**src/rtl/axis_rr_arbiter.sv**
```systemverilog
// Packet-level round-robin N:1 AXI-Stream arbiter with a registered output stage.
// A granted channel keeps the link until its TLAST beat transfers, so packets never interleave.
package axis_rr_arbiter_pkg;
   localparam int AXIS_DATA_WIDTH = 40;

   typedef struct packed {
      logic [AXIS_DATA_WIDTH-1:0] tdata;
      logic                       tlast;
   } axis_data_t;

   typedef struct packed {
      axis_data_t data;
      logic       tvalid;
   } axis_mosi_t;

   typedef struct packed {
      logic tready;
   } axis_miso_t;
endpackage

// A beat moves on every rising edge where tvalid && tready are both high; a source never
// waits for tready before raising tvalid, and tready here never depends on a beat being held.
module axis_rr_arbiter #(
   parameter int  CHANNEL_NUMBER  = 8,
   parameter int  AXIS_DATA_WIDTH = axis_rr_arbiter_pkg::AXIS_DATA_WIDTH,
   localparam int SEL_WIDTH       = $clog2(CHANNEL_NUMBER)
) (
   input  logic                           ACLK,
   input  logic                           ARESETn,
   input  axis_rr_arbiter_pkg::axis_mosi_t in_mosi_i [CHANNEL_NUMBER],
   output axis_rr_arbiter_pkg::axis_miso_t in_miso_o [CHANNEL_NUMBER],
   output axis_rr_arbiter_pkg::axis_mosi_t out_mosi_o,
   input  axis_rr_arbiter_pkg::axis_miso_t out_miso_i,
   output logic [SEL_WIDTH-1:0]           out_src_o,
   output logic                           dbg_locked_o,
   output logic [SEL_WIDTH-1:0]           dbg_rr_ptr_o
);

   typedef enum logic {IDLE, LOCKED} state_t;

   state_t                          state;
   logic [SEL_WIDTH-1:0]            grant;
   logic [SEL_WIDTH-1:0]            rr_ptr;
   logic [SEL_WIDTH-1:0]            winner;
   logic [SEL_WIDTH-1:0]            src_q;
   logic                            any_valid;
   logic                            grant_ready;
   logic                            accept;
   logic                            out_valid_q;
   logic [AXIS_DATA_WIDTH-1:0]      sel_tdata;
   logic                            sel_tlast;
   axis_rr_arbiter_pkg::axis_data_t out_data_q;

   // Scan from the farthest channel back to rr_ptr so the closest valid one wins last.
   always_comb begin
      int                   idx;
      logic [SEL_WIDTH-1:0] pick;
      winner    = rr_ptr;
      any_valid = 1'b0;
      idx       = 0;
      pick      = '0;
      for (int k = CHANNEL_NUMBER - 1; k >= 0; k--) begin
         idx = int'(rr_ptr) + k;
         if (idx >= CHANNEL_NUMBER) idx = idx - CHANNEL_NUMBER;
         pick = idx[SEL_WIDTH-1:0];
         if (in_mosi_i[pick].tvalid) begin
            winner    = pick;
            any_valid = 1'b1;
         end
      end
   end

   assign sel_tdata   = in_mosi_i[grant].data.tdata;
   assign sel_tlast   = in_mosi_i[grant].data.tlast;
   assign grant_ready = (state == LOCKED) && (!out_valid_q || out_miso_i.tready);
   assign accept      = grant_ready && in_mosi_i[grant].tvalid;

   always_comb begin
      for (int i = 0; i < CHANNEL_NUMBER; i++) begin
         in_miso_o[i].tready = grant_ready && (grant == SEL_WIDTH'(i));
      end
   end

   always_ff @(posedge ACLK or negedge ARESETn) begin
      if (!ARESETn) begin
         state       <= IDLE;
         grant       <= '0;
         rr_ptr      <= '0;
         out_valid_q <= 1'b0;
         out_data_q  <= '0;
         src_q       <= '0;
      end else begin
         if (accept) begin
            out_data_q.tdata <= sel_tdata;
            out_data_q.tlast <= sel_tlast;
            out_valid_q      <= 1'b1;
            src_q            <= grant;
         end else if (out_miso_i.tready) begin
            out_valid_q <= 1'b0;
         end

         case (state)
            IDLE: begin
               if (any_valid) begin
                  grant <= winner;
                  state <= LOCKED;
               end
            end
            LOCKED: begin
               if (accept && sel_tlast) begin
                  state  <= IDLE;
                  rr_ptr <= (grant == SEL_WIDTH'(CHANNEL_NUMBER - 1)) ? '0 : grant + 1'b1;
               end
            end
            default: state <= IDLE;
         endcase
      end
   end

   assign out_mosi_o   = '{data: out_data_q, tvalid: out_valid_q};
   assign out_src_o    = src_q;
   assign dbg_locked_o = (state == LOCKED);
   assign dbg_rr_ptr_o = rr_ptr;

endmodule
```
**config.mk**
```make
export PLATFORM = sky130hd
export DESIGN_NAME = axis_rr_arbiter
export DESIGN_NICKNAME = d
export VERILOG_FILES = /design/src/rtl/axis_rr_arbiter.sv
export SDC_FILE = /design/constraint.sdc
export NUM_CORES = 1
export LEC_CHECK = 0
export CAP_MARGIN = 25
export CORE_AREA = 5 5 153 155
export DETAILED_ROUTE_END_ITERATION = 12
export DIE_AREA = 0 0 158 160
export HOLD_SLACK_MARGIN = 0.12
export PLACE_DENSITY = 0.7
export SYNTH_ARGS = -nofsm -noshare
export SYNTH_HDL_FRONTEND = slang
export SYNTH_SLANG_ARGS = --single-unit
```
**constraint.sdc**
```tcl
create_clock -name ACLK -period 3.74 [get_ports ACLK]
set_input_delay 0.935 -clock ACLK [delete_from_list [all_inputs] [get_ports ACLK]]
set_output_delay 0.935 -clock ACLK [all_outputs]
set_load 0.02 [all_outputs]
```
* Word level (Yosys, flattened, before mapping) *
Cells that the tools add are included.

word-level totals
  bits in registers = 52
  bits in latches = 0
  memory bits (writable) = 0
  memory bits (read-only) = 0
  input bits = 339
  output and inout bits = 57
  logic and storage cells = 131
  memories kept = 0

cells by class
  $add $sub $neg = 16
  multipliers = 0
  div/mod/pow operators = 0
  magnitude comparators = 17
  eq/ne operators = 7
  shift-type cells = 0
  mux-type cells = 57
  bitwise operators = 10
  reduce and logical (&&, ||, !) cells = 17

operator list
  operator                                              count
  binary-select mux 42 bit (select 3 bit)               9
  2-to-1 mux 42 bit                                     2
  >= comparator 4 bit (second input constant)           16
  2-to-1 mux 3 bit                                      17
  inverter 3 -> 4 bit                                   9
  2-to-1 mux 1 bit                                      28
  subtractor 3 x 1 -> 3 bit (second input constant)     8
  adder 3 x 3 -> 4 bit (second input constant)          4
  == test 3 bit (second input constant)                 4
  logical AND 1 bit                                     11
  adder 3 x 2 -> 4 bit (second input constant)          2
  == test 3 x 2 -> 1 bit (second input constant)        2
  adder 3 x 1 -> 4 bit (second input constant)          1
  >= comparator 3 x 4 -> 1 bit (second input constant)  1
  AND reduction 2 bit                                   2
  adder 3 x 1 -> 3 bit (second input constant)          1
  == test 3 x 1 -> 1 bit (second input constant)        1
  zero test 3 bit                                       1
  case mux 1 bit (2 select lines)                       1
  nonzero test 2 bit                                    1
  zero test 1 bit                                       1
  logical OR 1 bit                                      1
  inverter 1 bit                                        1

* Longest topological paths before layout *
Gate-level depths: netlist of the first run.

  depth in word-level cells = 17
  gate-level depth with buffers = 10
  gate-level depth less buffers = 8

* Least setup slack after synthesis of the first run *
Ideal clock, no wire load.

  path kind = register to register
  start point = register rr_ptr[1] (netlist: dbg_rr_ptr_o[1])
  end point = register grant[1]
  library setup time = 0.139 ns
  arrival = 2.692 ns
  required time = 3.601 ns
  setup slack = 0.909 ns
  cell stages (with the launch flop) = 11
  path buffers = 2
  period minus slack after synthesis = 2.831 ns
  cells stage by stage = dfrtp_1 buf_2 inv_1 ha_1 buf_2 mux4_1 mux2_2 a2111oi_0 nand2_1 a31oi_1 o22ai_1

between the ends
  longest elaborated chain between the ends = 16
  elaborated cells on any way between the ends = 80
  classes of those cells = add/sub (15); order compare (8); mux (48); bitwise (8); reduce/logical (1)

RTL lines
  item                                                              line  source
  start: declaration                                                43    logic [SEL_WIDTH-1:0] rr_ptr;
  start signal: assignment                                          112   rr_ptr <= (grant == SEL_WIDTH'(CHANNEL_NUMBER - 1)) ? '0 : grant + 1'b1;
  adder 3 x 3 -> 4 bit                                              63    idx = int'(rr_ptr) + k;
  >= comparator 4 bit or subtractor 3 x 1 -> 3 bit (tied branches)  64    if (idx >= CHANNEL_NUMBER) idx = idx - CHANNEL_NUMBER;
  2-to-1 mux 3 bit                                                  64
  inverter 3 -> 4 bit (implied by the code)                         66    if (in_mosi_i[pick].tvalid) begin
  binary-select mux 42 bit (select 3 bit)                           66
  2-to-1 mux 1 bit (implied by the code) (2 in a row)               66
  2-to-1 mux 1 bit (8 in a row)                                     66
  AND reduction 2 bit (no line)                                     -
  end signal: assignment                                            105   grant <= winner;
  end: declaration                                                  42    logic [SEL_WIDTH-1:0] grant;

Parallel ways exist; a longest one is shown, timed or not. The select of a mux whose other input is x is not followed.
A chain may end at the register's enable or synchronous reset.

==> results of run 1 <==
[power groups by stage]
stage	Sequential, W	Clock [W]	Combinational, W
after floorplan	0.00134	0	0.00300
after global placement	0.00118	0	0.00480
after detailed placement	0.00119	0	0.00488
after CTS	0.00118	0.000571	0.00490
after global routing	0.00122	0.000591	0.00524
final	0.00117	0.000544	0.00484
[cell type report]
type | count | area share [%]
Clock buffer | 5 | 1.29
Clock inverter | 3 | 0.440
Inverter | 11 | 0.427
Multi-Input combinational cell | 372 | 38.3
Sequential cell | 52 | 13.5
Tap cell | 280 | 3.62
Timing Repair Buffer | 411 | 42.3
[synthesized netlist by cell type (all sizes together) (2+ instances only)]
cell | count | area (µm²)
dfrtp | 52 | 1300
and3 | 9 | 56.3
a211oi | 2 | 15.0
a22oi | 3 | 22.5
buf | 20 | 104
o21ai | 8 | 40.0
ha | 8 | 100
inv | 10 | 37.5
mux4 | 95 | 2150
mux2 | 9 | 101
nand3 | 2 | 10.0
a31oi | 43 | 269
nor2 | 52 | 195
a211o | 2 | 17.5
nor2b | 2 | 12.5
a21oi | 9 | 45.0
clkbuf | 27 | 101
and2 | 3 | 18.8
xnor2 | 3 | 26.3
nand2 | 93 | 349
o211ai | 2 | 15.0
mux2i | 12 | 124
a21o | 2 | 15.0
[sequential cells by signal (all words and copies together), names as in the netlist]
register	cells
out_mosi_o	41
dbg_rr_ptr_o	3
grant	3
out_src_o	3
dbg_locked_o	1
out_valid_q	1
[cell usage in the layout, fill, tap and decap left out, types with 2 or more instances in the layout]
cell type        Yosys  routed
buf_12               0       2
and3_1               9       9
dfrtp_4              0       2
nand2_1             93      93
nand3_1              2       2
nor2b_1              2       2
mux4_2              92      92
o211ai_1             2       2
mux2i_1             11      11
clkbuf_16            0       5
xnor2_1              3       3
inv_1                9       9
dfrtp_1             52      49
a211o_1              2       2
o21ai_0              8       8
buf_4                1      14
nor2_1              52      51
a22oi_1              3       3
a21oi_1              9       9
a211oi_1             2       2
mux2_2               9       9
mux4_1               3       3
a31oi_1             43      43
a21o_1               2       2
clkdlybuf4s50_1      0     394
and2_1               3       3
ha_1                 8       8
inv_2                1       2
[path summary, 6_finish.rpt]
path                                  from        endpoint  slack (ns)  cells after the start
max                             out_miso_i    in_miso_o[7]        0.16                      5
min                           out_src_o[0]    out_src_o[0]        0.51                      1
max reg2reg                dbg_rr_ptr_o[0]        grant[1]        0.96                      8
min reg2reg                   out_src_o[0]    out_src_o[0]        0.51                      1
max in group asynchronous          ARESETn  out_mosi_o[41]        2.21                      2
min in group asynchronous          ARESETn  out_mosi_o[26]        0.70                      1
[metal layers]
| layer | share of wire (%) | vias up | global-route usage, % |
|---|---|---|---|
| met5 | 0.053 | - | 0 |
| met3 | 8.7 | 27 | 4.14 |
| met1 | 38 | 2774 | 22.9 |
| li1 | - | 2612 | - |
| met4 | 1.8 | 2 | 4.19 |
| met2 | 52 | 265 | 33.0 |
[cells by family (layout without fill, tap and decap cells)]
group           count (synthesis)  count (layout)  synth area share (%)
mux                           116             116                  45.3
flops                          52              52                  24.8
compound gates                 80              80                  10.1
buf+inv                        58             430                  4.70
simple gates                  164             164                  12.6
xor+xnor                        4               4                 0.668
fa+ha+maj                       8               8                  1.91
[stage by stage]
stage | area, µm² | instances | utilization, % | hold slack, ns
after detailed placement | 9500 | 1126 | 43.8 | 0.499
after floorplan | 5250 | 482 | - | 0.515
after CTS | 9670 | 1134 | 44.6 | 0.516
final | 9670 | 1134 | 44.6 | 0.512
after global routing | 9670 | 1134 | 44.6 | 0.544
after global placement | 9480 | 1125 | 43.7 | 0.489
[worst register-to-register path, delay by kind of cell, from the launching register on]
| kind | cells | cell delay [ns] |
|---|---|---|
| AOI/OAI and AO/OA | 3 | 0.66 |
| adders and majority gates | 1 | 0.65 |
| buffers and inverters | 1 | 0.12 |
| DFF | 1 | 0.36 |
| muxes | 2 | 0.78 |
| and+or+nand+nor | 1 | 0.09 |
==> results.cfg, run 1 <==
[pwr]
swShare_pct = 44.4
power.internal_w = 0.00364
powerDensity_nw_per_um2 = 677
power.switching_w = 0.00291
leakage_nw = 3.65
vdd_ir_drop_max_uv = 237
power_w = 0.00655
seq_power_share_pct = 17.9
p_comb_share_pct = 73.8
clock_power_share_pct = 8.3

[route]
wl_per_cell_um = 21.6
wirelength_mm = 24.5
vias_per_cell = 5.01
dr.pass1.iters = 5
drc = 0
ant_nets = 0
vias = 5680
first_iter_violations = 367

[cts]
cts_buffer_depth = 2
clk_pin_slew_ns = 0.07
cts_root_buffer = clkbuf_16
insertion_delay_ns = 0.30
cts_htree_levels = 2
cts_tree = built
cts.sinks = 52
post_cts_buffers = 0
numCtsBuffers = 5
cts_resized = 0
ctsHoldBuffers = 0

[synth]
ys_warn_count = 0
syn_inst = 482
synth_edf_count = 0
synth_nets = 829
avgSynthCellArea_um2 = 10.9
synth_seq_cells = 52
async_flop_share_pct = 100
syn_area_um2 = 5250
yosysUniqueCellTypes = 43
ys_seq_area_share_pct = 24.8
synth_flop_cell = dfrtp_1

[die]
chipWidth_um = 158
std_cell_rows = 54
pin_count = 396
fp.dieH_um = 160
dieArea_um2 = 25300
core_region_area_um2 = 21700
initial_core_util_pct = 24.2

[timing]
rsz0062_at_grt = no
maxSlewHeadroom_pct = 43.6
hold_viol_final = 0
slew_violations = 0
finClkSkew_ns = 0.00926
setup-tns-final_ns = 0
min_period_ns = 3.58
worst_pin_slew_ns = 0.845
fin_ws_ns = 0.160
setup_viol = 0
fmax_mhz = 279
post-route-period-util_pct = 95.7

[grt]
grt_usage_pct = 18.6
grt_pass1_wl_mm = 35.8
grt_max_degree = 50
antenna_found_initial = 2
grt_pass1_vias = 5978
grt_remaining_overflow = 0

[flow_run]
cap_violations = 0

[layout]
num_antenna_cells = 0
seq_area_um2 = 1310
areaGrowthSynthToFinish_pct = 84.3
drive_gt1_share_pct = 15.8
nets = 1200
nFillCells = 2072
multiInputGateArea_um2 = 3710

[worst_setup_path]
cp.required_ns = 2.80
cp.arrival_ns = 2.64
critical_path.endpoint_type = output port
critPathSlowestCell = clkdlybuf4s50_1
crit_family = buffers and inverters
cpPeakStageDelay_ns = 0.61
cp.buffers_inverters = 2
path_max_fanout = 8
critPathLaunchType = input port
cp_common_cell = clkdlybuf4s50_1
path_cells = clkdlybuf4s50_1, nand2b_1, and2_1, and3_1, clkdlybuf4s50_1
timing_worst_setup_path_type = in -> out

[place]
gp_congestion = 0.888
portBuffers = 395
dp_slack_ns = 0.182
dp_hpwl_mm = 21.0

[outcome]
status = completed

[hold_path]
hold_class = reg -> reg
No activity file was read; power rests on OpenSTA's default activity.
==> run 2, diff against run 1 <==
SLEW_MARGIN = 20   (was not set)
==> results.cfg, run 2 (synthesized netlist as in run 1, its figures left out) <==
[die]
initial_core_util_pct = 24.2
core_region_area_um2 = 21700
std_cell_rows = 54
dieArea_um2 = 25300
pin_count = 396
chipWidth_um = 158
fp.dieH_um = 160

[layout]
finalInstanceArea_um2 = 9670
final_common_cell = clkdlybuf4s50_1
fin_util_pct = 44.6
nFillCells = 2051
largest_reg_flops = 41
final_cells = 1134
num_antenna_cells = 0
drive_gt1_share_pct = 15.7
areaGrowthSynthToFinish_pct = 84.2
nets = 1200
layout_common_cells = clkdlybuf4s50_1 (394), nand2_1 (93), mux4_2 (92), nor2_1 (51), dfrtp_1 (49)

[timing]
maxSlewHeadroom_pct = 44.1
slew_violations = 0
setup-tns-final_ns = 0
hold_viol_final = 0
rsz0062_at_grt = no
fmax_mhz = 280
post-route-period-util_pct = 95.6
setup_viol = 0
min_period_ns = 3.58
finClkSkew_ns = 0.0101
worst_pin_slew_ns = 0.838
fin_ws_ns = 0.163

[cts]
numCtsBuffers = 5
cts_tree = built
insertion_delay_ns = 0.30
cts_htree_levels = 2
clk_pin_slew_ns = 0.07
ctsHoldBuffers = 0
post_cts_buffers = 0
cts.sinks = 52
cts_root_buffer = clkbuf_16
cts_buffer_depth = 2
cts_resized = 0

[grt]
grt_pass1_wl_mm = 35.6
antenna_found_initial = 2
grt_pass1_vias = 6037
grt_usage_pct = 18.5
grt_remaining_overflow = 0
grt_max_degree = 50

[route]
wirelength_mm = 24.7
ant_nets = 0
dr.pass1.iters = 5
drc = 0
first_iter_violations = 323
vias_per_cell = 5.07
wl_per_cell_um = 21.8
vias = 5754

[pwr]
leakage_nw = 3.65
powerDensity_nw_per_um2 = 678
clock_power_share_pct = 8.2
p_comb_share_pct = 73.9
power.internal_w = 0.00365
seq_power_share_pct = 17.9
vdd_ir_drop_max_uv = 236
power.switching_w = 0.00291
swShare_pct = 44.4

[worst_setup_path]
critPathLaunchType = input port
timing_worst_setup_path_type = in -> out
path_max_fanout = 8
cp.arrival_ns = 2.64
r2r_setup_slack_ns = 0.96
critical_path.endpoint_type = output port
cp.required_ns = 2.80

[flow_run]
cap_violations = 0

[hold_path]
hold_class = reg -> reg

[place]
dp_cells = 1126
portBuffers = 395
dp_hpwl_mm = 21.1
place_area_um2 = 9500
dp_slack_ns = 0.171
gp_congestion = 0.888

[outcome]
status = completed
## run 2: cell types whose count changed in the layout (fill, tap and decap cells not counted)
cell / before / now
clkinvlp_4: 1 / 0
clkbuf_1: 0 / 1
## run 2: power groups by stage
| stage | clock network [W] | registers [W] | logic [W] |
|---|---|---|---|
| 6_report | 0.000537 | 0.00117 | 0.00485 |
| 5_1_grt | 0.000583 | 0.00122 | 0.00524 |
| 4_1_cts | 0.000567 | 0.00119 | 0.00490 |
| 3_5_place_dp | 0 | 0.00120 | 0.00489 |
| 3_3_place_gp | 0 | 0.00118 | 0.00480 |
| 2_1_floorplan | 0 | 0.00134 | 0.00300 |
## run 2: area by class of cell
class                           instances  area [µm²]  area share [%]
Tap cell                              280         350            3.62
Sequential cell                        52        1310            13.6
Clock inverter                          2        35.0           0.362
Multi-Input combinational cell        372        3710            38.4
Timing Repair Buffer                  411        4090            42.4
Clock buffer                            6         129            1.33
Inverter                               11        41.3           0.427
## run 2: worst paths after layout
path | to | startpoint | cells past startpoint
hold / removal | out_src_o[0] | out_src_o[0] | 1
setup / recovery | in_miso_o[7] | out_miso_i | 5
max in group asynchronous | out_mosi_o[41] | ARESETn | 2
setup reg to reg | grant[2] | dbg_rr_ptr_o[0] | 8
hold reg to reg | out_src_o[0] | out_src_o[0] | 1
min in group asynchronous | out_mosi_o[26] | ARESETn | 1
## run 2: per-stage QoR
stage	total power, W	hold slack, ns
after floorplan	0.00434	0.515
after global placement	0.00599	0.489
after detailed placement	0.00609	0.499
after CTS	0.00666	0.515
after global routing	0.00705	0.543
final	0.00656	0.511
## run 2: critical path, stage by stage
cell and delay, ns:
clkdlybuf4s50_1 0.45, nand2b_1 0.16, and2_1 0.28, and3_1 0.20, clkdlybuf4s50_1 0.61
## run 2: layer usage
layer | part of all wire, % | wire, µm | GRT usage (%)
met1 | 38 | 9310 | 22.5
met2 | 52 | 12900 | 33.3
met3 | 8.6 | 2140 | 4.17
met4 | 1.4 | 343 | 3.92
met5 | 0.053 | 13 | 0
